==> src/rtl/text_console_writer.sv <==
// Terminal-style character writer: turns received SPI bytes into character-RAM
// writes on a COLS x ROWS grid, with CR/LF/BS/FF handling and sequential clears.
module text_console_writer #(
  parameter int unsigned COLS   = 80,
  parameter int unsigned ROWS   = 30,
  parameter int unsigned ADDR_W = 12
) (
  input  logic              clk,
  input  logic              reset,
  input  logic [7:0]        rx_byte,
  input  logic              rx_valid,
  output logic              wr_en,
  output logic [ADDR_W-1:0] wr_addr,
  output logic [7:0]        wr_data,
  output logic [6:0]        cursor_col,
  output logic [4:0]        cursor_row,
  output logic              busy,
  output logic              overflow
);

  localparam logic [6:0]        LastCol  = 7'(COLS - 1);
  localparam logic [4:0]        LastRow  = 5'(ROWS - 1);
  localparam logic [ADDR_W-1:0] ColsA    = ADDR_W'(COLS);
  localparam logic [ADDR_W-1:0] LastLine = ADDR_W'(COLS - 1);
  localparam logic [ADDR_W-1:0] LastAll  = ADDR_W'(COLS * ROWS - 1);

  typedef enum logic [1:0] {StIdle, StClrLine, StClrAll} state_e;

  state_e            state_q, state_d;
  logic [6:0]        col_q, col_d;
  logic [4:0]        row_q, row_d;
  logic [ADDR_W-1:0] cnt_q, cnt_d;
  // done_q: the last clear write has been issued; spend one more busy cycle.
  logic              done_q, done_d;
  logic [7:0]        hold_q, hold_d;
  logic              hold_full_q, hold_full_d;
  logic              overflow_q, overflow_d;
  logic              wr_en_q, wr_en_d;
  logic [ADDR_W-1:0] wr_addr_q, wr_addr_d;
  logic [7:0]        wr_data_q, wr_data_d;
  logic              busy_q, busy_d;

  logic              take;
  logic [7:0]        cur_byte;
  logic              is_print, is_cr, is_lf, is_bs, is_ff;
  logic [4:0]        row_next;
  logic [ADDR_W-1:0] row_base, next_base, clr_last;

  // Byte source select: a held byte always wins over a fresh one in IDLE.
  always_comb begin
    take     = 1'b0;
    cur_byte = rx_byte;
    if (state_q == StIdle) begin
      if (hold_full_q) begin
        take     = 1'b1;
        cur_byte = hold_q;
      end else if (rx_valid) begin
        take = 1'b1;
      end
    end
  end

  assign is_print  = take && (cur_byte >= 8'h20) && (cur_byte <= 8'h7e);
  assign is_cr     = take && (cur_byte == 8'h0d);
  assign is_lf     = take && (cur_byte == 8'h0a);
  assign is_bs     = take && (cur_byte == 8'h08) && (col_q != 7'd0);
  assign is_ff     = take && (cur_byte == 8'h0c);
  assign row_next  = (row_q == LastRow) ? 5'd0 : row_q + 5'd1;
  assign row_base  = ADDR_W'(row_q) * ColsA;
  assign next_base = ADDR_W'(row_next) * ColsA;
  assign clr_last  = (state_q == StClrLine) ? LastLine : LastAll;

  // Next state: cursor, clear counter, hold register and sticky overflow.
  always_comb begin
    state_d     = state_q;
    col_d       = col_q;
    row_d       = row_q;
    cnt_d       = cnt_q;
    done_d      = done_q;
    hold_d      = hold_q;
    hold_full_d = hold_full_q;
    overflow_d  = overflow_q;

    if (state_q == StIdle) begin
      // Held byte is consumed now, so a simultaneous arrival has nowhere to go.
      if (hold_full_q) begin
        hold_full_d = 1'b0;
        if (rx_valid) overflow_d = 1'b1;
      end
    end else if (rx_valid) begin
      if (hold_full_q) begin
        overflow_d = 1'b1;
      end else begin
        hold_full_d = 1'b1;
        hold_d      = rx_byte;
      end
    end

    unique case (state_q)
      StIdle: begin
        if (is_print) begin
          if (col_q == LastCol) begin
            col_d   = 7'd0;
            row_d   = row_next;
            state_d = StClrLine;
            cnt_d   = '0;
            done_d  = 1'b0;
          end else begin
            col_d = col_q + 7'd1;
          end
        end else if (is_cr) begin
          col_d = 7'd0;
        end else if (is_lf) begin
          // First clear write goes out with the acceptance itself.
          col_d   = 7'd0;
          row_d   = row_next;
          state_d = StClrLine;
          cnt_d   = ADDR_W'(1);
          done_d  = (LastLine == '0);
        end else if (is_bs) begin
          col_d = col_q - 7'd1;
        end else if (is_ff) begin
          col_d   = 7'd0;
          row_d   = 5'd0;
          state_d = StClrAll;
          cnt_d   = ADDR_W'(1);
          done_d  = (LastAll == '0);
        end
      end
      StClrLine, StClrAll: begin
        if (done_q) begin
          state_d = StIdle;
          done_d  = 1'b0;
        end else if (cnt_q == clr_last) begin
          done_d = 1'b1;
        end else begin
          cnt_d = cnt_q + ADDR_W'(1);
        end
      end
      default: state_d = StIdle;
    endcase
  end

  // Output decode: the write port value for the next cycle.
  always_comb begin
    wr_en_d   = 1'b0;
    wr_addr_d = wr_addr_q;
    wr_data_d = wr_data_q;
    busy_d    = (state_d != StIdle);
    unique case (state_q)
      StIdle: begin
        if (is_print) begin
          wr_en_d   = 1'b1;
          wr_addr_d = row_base + ADDR_W'(col_q);
          wr_data_d = cur_byte;
        end else if (is_bs) begin
          wr_en_d   = 1'b1;
          wr_addr_d = row_base + ADDR_W'(col_q - 7'd1);
          wr_data_d = 8'h20;
        end else if (is_lf) begin
          wr_en_d   = 1'b1;
          wr_addr_d = next_base;
          wr_data_d = 8'h20;
        end else if (is_ff) begin
          wr_en_d   = 1'b1;
          wr_addr_d = '0;
          wr_data_d = 8'h20;
        end
      end
      StClrLine: begin
        if (!done_q) begin
          wr_en_d   = 1'b1;
          wr_addr_d = row_base + cnt_q;
          wr_data_d = 8'h20;
        end
      end
      StClrAll: begin
        if (!done_q) begin
          wr_en_d   = 1'b1;
          wr_addr_d = cnt_q;
          wr_data_d = 8'h20;
        end
      end
      default: wr_en_d = 1'b0;
    endcase
  end

  // State register; reset aborts any clear in progress.
  always_ff @(posedge clk or posedge reset) begin
    if (reset) begin
      state_q     <= StIdle;
      col_q       <= '0;
      row_q       <= '0;
      cnt_q       <= '0;
      done_q      <= 1'b0;
      hold_q      <= '0;
      hold_full_q <= 1'b0;
      overflow_q  <= 1'b0;
      wr_en_q     <= 1'b0;
      wr_addr_q   <= '0;
      wr_data_q   <= '0;
      busy_q      <= 1'b0;
    end else begin
      state_q     <= state_d;
      col_q       <= col_d;
      row_q       <= row_d;
      cnt_q       <= cnt_d;
      done_q      <= done_d;
      hold_q      <= hold_d;
      hold_full_q <= hold_full_d;
      overflow_q  <= overflow_d;
      wr_en_q     <= wr_en_d;
      wr_addr_q   <= wr_addr_d;
      wr_data_q   <= wr_data_d;
      busy_q      <= busy_d;
    end
  end

  assign wr_en      = wr_en_q;
  assign wr_addr    = wr_addr_q;
  assign wr_data    = wr_data_q;
  assign cursor_col = col_q;
  assign cursor_row = row_q;
  assign busy       = busy_q;
  assign overflow   = overflow_q;

endmodule

==> config.mk <==
export PLATFORM = sky130hd
export DESIGN_NAME = text_console_writer
export DESIGN_NICKNAME = d
export VERILOG_FILES = /design/src/rtl/text_console_writer.sv
export SDC_FILE = /design/constraint.sdc
export NUM_CORES = 1
export LEC_CHECK = 0
export CORE_ASPECT_RATIO = 2
export CORE_MARGIN = 4
export CORE_UTILIZATION = 45
export CTS_CLUSTER_DIAMETER = 150
export DETAILED_ROUTE_END_ITERATION = 10
export GPL_TIMING_DRIVEN = 1
export PLACE_DENSITY = 0.66
export SYNTH_ARGS = -nofsm -noshare
export SYNTH_HDL_FRONTEND = slang
export SYNTH_SLANG_ARGS = --single-unit
==> constraint.sdc <==
create_clock -name clk -period 4.65 [get_ports clk]
set_clock_uncertainty 0.2 [all_clocks]
set_input_delay 0.465 -clock clk [delete_from_list [all_inputs] [get_ports clk]]
set_output_delay 0.465 -clock clk [all_outputs]
set_load 0.02 [all_outputs]
# After elaboration in Yosys (flattened, before gate mapping)
# Index checks and enable logic that the tools add are counted.
op_classes:
  addsub: 8
  multipliers: 2
  magnitude_cmp: 2
  eq_ne: 21
  mux: 70
  n_bitwise: 1
  reduce_logical: 24
op_table:
  columns: ["operator", "count"]
  rows:
  - ["12-bit 2-to-1 mux", 15]
  - ["8-bit 2-to-1 mux", 7]
  - ["7-bit 2-to-1 mux", 6]
  - ["12-bit one-hot mux with 3 select lines", 1]
  - ["5-bit 2-to-1 mux", 7]
  - ["8-bit by 4-bit == test with 1-bit output, second input constant", 4]
  - ["12-bit adder", 2]
  - ["12-bit one-hot mux with 2 select lines", 1]
  - ["1-bit 2-to-1 mux", 22]
  - ["5-bit by 3-bit multiplier with 8-bit output, second input constant", 2]
  - ["8-bit one-hot mux with 2 select lines", 1]
  - ["2-bit 2-to-1 mux", 7]
  - ["12-bit by 1-bit adder with 12-bit output, second input constant", 1]
  - ["12-bit by 7-bit adder with 12-bit output", 1]
  - ["12-bit == test", 1]
  - ["2-bit != test, second input constant", 5]
  - ["5-bit AND reduction", 2]
  - ["8-bit by 6-bit greater-or-equal comparator with 1-bit output, second input constant", 1]
  - ["8-bit by 7-bit less-or-equal comparator with 1-bit output, second input constant", 1]
  - ["4-bit != test, second input constant", 2]
  - ["7-bit by 1-bit subtractor with 8-bit output, second input constant", 1]
  - ["7-bit by 1-bit adder with 7-bit output, second input constant", 1]
  - ["7-bit == test, second input constant", 1]
  - ["1-bit logical AND", 7]
  - ["22 further kinds", 29]
word_totals:
  regBits: 59
  output_inout_bits: 35
  elab_cells: 140

# Depth between registers and ports, before layout
logic_depth:
  word_depth: 11
  depth_mapped: 13
  mapped_depth_nobuf: 13

# Worst setup path before layout
# OpenSTA, ideal clock, no wires.
synth_timing:
  path_type: "register to register"
  startpoint: "register row_q[1] (netlist: cursor_row[1])"
  endpoint: "register wr_addr_q[11] (netlist: wr_addr[11])"
  setup_time_ps: 128
  t_arrival_ps: 3144
  slack_ps: 1178
  path_stages_with_launch: 12
  synth_period_minus_slack_ps: 3472
  path_cell_list: "dfrtp_1 -> ha_1 -> ha_1 -> fa_1 -> ha_1 -> nand3_1 -> o211ai_1 -> o41ai_1 -> xnor2_1 -> a21o_1 -> a211oi_1 -> o31ai_1"
synth_between:
  elab_chain_len: 7
synth_rtl:
  columns: ["item", "line_no", "text"]
  rows:
  - ["start, declared", "31", "logic [4:0] row_q, row_d;"]
  - ["start signal, assigned", "206", "row_q <= row_d;"]
  - ["5-bit by 1-bit adder with 5-bit output or 5-bit == test (tied branches)", "68", "assign row_next = (row_q == LastRow) ? 5'd0 : row_q + 5'd1;"]
  - ["5-bit 2-to-1 mux", "68", null]
  - ["5-bit by 3-bit multiplier with 8-bit output", "70", "assign next_base = ADDR_W'(row_next) * ColsA;"]
  - ["12-bit 2-to-1 mux", "160", "end else if (is_lf) begin"]
  - ["12-bit 2-to-1 mux", "156", "end else if (is_bs) begin"]
  - ["12-bit 2-to-1 mux", "152", "if (is_print) begin"]
  - ["12-bit one-hot mux with 3 select lines *", "150", "unique case (state_q)"]
  - ["end signal, assigned", "213", "wr_addr_q <= wr_addr_d;"]
  - ["end, declared", "39", "logic [ADDR_W-1:0] wr_addr_q, wr_addr_d;"]
# Every way passes the cells marked *; elsewhere a longest branch is shown, timed or not. The select of a mux whose other input is x is not followed.
# A chain may end at the register's enable or synchronous reset.

# Worst setup path after layout
layout_timing:
  startpoint: "register row_q[3] (netlist: cursor_row[3])"
  endpoint: "register wr_addr_q[11] (netlist: wr_addr[11])"
# Same word-level chain as after synthesis.

==> results.json <==
{
  "clock_pin_slew_on_the_worst_setup_and_hold_paths_ps": 60,
  "worstPathCellList": "ha_1 > ha_1 > fa_1 > ha_1 > nand3_1 > o211ai_1 > o41ai_1 > xnor2_1 > a21o_1 > a211oi_1 > o31ai_1",
  "synth_compound_gate_area_share_pct": 25.35,
  "synth_fp_nets": 566,
  "routedWlPerCell_um": 19.54,
  "worst-endpoint-required_ps": 4630,
  "floorplan.io_pins": 46,
  "overall_fraction_of_global_route_tracks_in_use_pct": 23.07,
  "crit_type": "reg -> reg",
  "core_area_mm2": 0.01015,
  "numCtsBuffers": 9,
  "post_route_antenna_net_violation_count": 0,
  "synth_top_family_by_area": "compound AO/OA/AOI/OAI gates",
  "xor_xnor_fraction_of_synth_area_pct": 5.021,
  "antenna_cells": 0,
  "final.fill_count": 996,
  "groute.layer.met1.usage_pct": 22.64,
  "yosysWarnings": 0,
  "cp.arrival_ps": 3630,
  "timing.reg2reg.setup_slack_ps": 1000,
  "tns_ps": 0,
  "most_instantiated_library_cell_after_synthesis": "dfrtp_1",
  "drc": 0,
  "area.growth.synth_to_final_pct": 18.84,
  "synth_seq_area_share_pct": 31.35,
  "post_synth_fa_ha_maj_area_fraction_pct": 12.49,
  "outcome": "finished, final reports clean",
  "clock_power_share_pct": 17.3,
  "cp_slowest_stage_delay_ps": 660,
  "total_half_perimeter_wirelength_after_legalization_and_detailed_placement_um": 10400,
  "grt-busiest-layer": "met2",
  "worst-slew-pin-transition_ps": 878.0,
  "port_buffers": 45,
  "finalWorstSetupSlack_ps": 1004,
  "die-area_mm2": 0.01227,
  "post_synth_inst_count": 511,
  "drtPass1Iterations": 5,
  "row_count": 52,
  "critPathTopFamily": "adder cells",
  "total_switching_power_mw": 1.814,
  "cts-root-to-sink-buffers": 2,
  "dominantRegCellSynth": "dfrtp_1",
  "timing.max_cap.violations": 0,
  "clock.fmax_mhz": 274.3,
  "avgViaCountPerCell": 6.213,
  "synth.ff_latch_count": 59,
  "layout.cell_area.non_filler_mm2": 0.005597,
  "worstPathMaxFanout": 10,
  "grt_pass1_wl_um": 21850,
  "met3_usage_pct": 3.609,
  "synthDominantAreaCellType": "dfrtp_1",
  "placedInstanceArea_mm2": 0.005303,
  "power_density_mw_per_mm2": 681.9,
  "seq_power_share_pct": 23.2,
  "timing.max_slew.rel_slack_pct": 41.33,
  "cts-htree-levels": 3,
  "cts_resized": 0,
  "pre_cts_ws_ps": 1028,
  "antenna_found_initial": 0,
  "die_width_um": 80.34,
  "hold_path.class": "in -> async",
  "finalSetupViolCount": 0,
  "tmin_final_ps": 3646,
  "buffers_and_inverters_on_the_worst_path": 0,
  "hold_viol_final": 0,
  "finalCritPeriodShare_pct": 78.41,
  "yosys.area_share.simple_pct": 17.80,
  "cts_root_buffer": "clkbuf_16",
  "end_kind": "register",
  "critical_path.startpoint_type": "register",
  "avgSynthCellArea_um2": 9.216,
  "asyncSetResetFlopFracSynth_pct": 100.0,
  "clk_latency_ps": 330,
  "grt_start_max_net_pins": 42,
  "final_nets": 613,
  "leading_post_synthesis_cells_by_cell_area": "dfrtp_1 31%, ha_1 10%, o21ai_0 3.8%",
  "worstRegToRegCells": 11,
  "ir_drop_uv": 422.8,
  "ys_top_cells_by_count": "59 x dfrtp_1, 48 x nand2_1, 39 x ha_1, 39 x nor2_1, 36 x o21ai_0",
  "vias": 4337,
  "gpl.final_weighted_congestion": 1.006,
  "worst_path_max_delay_cell": "fa_1",
  "syn_area_mm2": 0.004710,
  "reg2reg_from": "cursor_row[3]",
  "setup_buffers_after_cts": 0,
  "yosys-mux-area-fraction_pct": 4.330,
  "grt_setup_unrepaired": "false",
  "tritoncts": "yes",
  "postCtsHoldBufs": 0,
  "die_h_um": 152.7,
  "cts_sinks": 59,
  "sw_frac_of_total_pct": 47.54,
  "worst_r2r_endpoint": "wr_addr[11]",
  "synth_edf_count": 0,
  "setup.worst_path.start": "cursor_row[3]",
  "globalRouteMet2Util_pct": 42.37,
  "initial_core_util_pct": 46.40,
  "first_global_vias": 4388,
  "wirelength_um": 13640,
  "yosys.area.top_type_share_pct": 31.35,
  "cellLeakagePower_nw": 2.476,
  "intPower_mw": 2.002,
  "synth.distinct_cells": 73,
  "p_comb_share_pct": 59.5,
  "gr-total-overflow": 0,
  "final-max-slew-violation-count": 0,
  "drive_gt1_share_pct": 10.12,
  "worst_path_most_repeated_cell": "ha_1",
  "violation_count_after_the_first_detailed_routing_iteration": 212
}
cells by family after synthesis:
| family | Yosys count |
|---|---|
| AOI/OAI and AO/OA | 163 |
| xor gates and xnor gates | 27 |
| adders and majority gates | 44 |
| buffers and inverters | 39 |
| DFF | 59 |
| muxes | 19 |
| and+or+nand+nor | 160 |
worst max-delay path by stage:
stage | slack [ps] | cells after the start | end
4_1_cts | 1020 | 10 | wr_addr[4]
3_5_place_dp | 1030 | 10 | wr_addr[4]
5_1_grt | 730 | 10 | wr_addr[4]
3_3_place_gp | 1100 | 10 | wr_addr[4]
6_report | 1000 | 11 | wr_addr[11]
2_1_floorplan | 1180 | 11 | wr_addr[11]
cell usage in the layout (no fill, tap or decap), drive strengths merged, types with 14 or more instances in the layout:
master / count
clkdlybuf4s50: 45
a21oi: 22
nand2: 48
inv: 21
nand3: 19
o31ai: 14
xnor2: 18
dfrtp: 59
nor2: 40
o21ai: 44
ha: 39
routing by layer:
layer	up-vias	wire length [µm]	part of all wire, %
li1	2028	-	-
met1	2109	4764	35
met2	150	7534	55
met3	50	524	3.8
met4	0	818	6.0
met5	-	0	0
sequential cells by signal, summed over array words and instances (netlist names):
name and cells:
hold_full_q 1, wr_en 1, wr_addr 12, cursor_col 7, hold_q 8, busy 1
wr_data 8, state_q 2, overflow 1, cnt_q 12, done_q 1, cursor_row 5
metrics by stage:
stage          hold slack (ps)  std cells  power (mW)  util [%]
2_1_floorplan            286.6        511       2.437         -
3_3_place_gp             244.9        682       3.099     52.24
3_5_place_dp             255.1        682       3.149     52.24
4_1_cts                  253.7        698       3.823     55.14
5_1_grt                  287.4        698       4.088     55.14
6_report                 245.8        698       3.817     55.14
final cells by class:
class                           instances  area [µm²]  share of cell area [%]
Clock inverter                          7       68.82                   1.230
Timing Repair Buffer                   54       518.0                   9.256
Multi-Input combinational cell        413        3060                   54.68
Tap cell                              135       168.9                   3.018
Inverter                               21       78.83                   1.408
Sequential cell                        59        1476                   26.38
Clock buffer                            9       225.2                   4.024
power groups by stage:
stage / logic [mW] / clock network, mW / registers [mW]
after floorplan: 1.47 / 0 / 0.964
after global placement: 2.22 / 0 / 0.881
after detailed placement: 2.26 / 0 / 0.893
after CTS: 2.26 / 0.674 / 0.885
after global routing: 2.48 / 0.698 / 0.913
final: 2.27 / 0.660 / 0.887
Power figures use the tool's default switching activity.
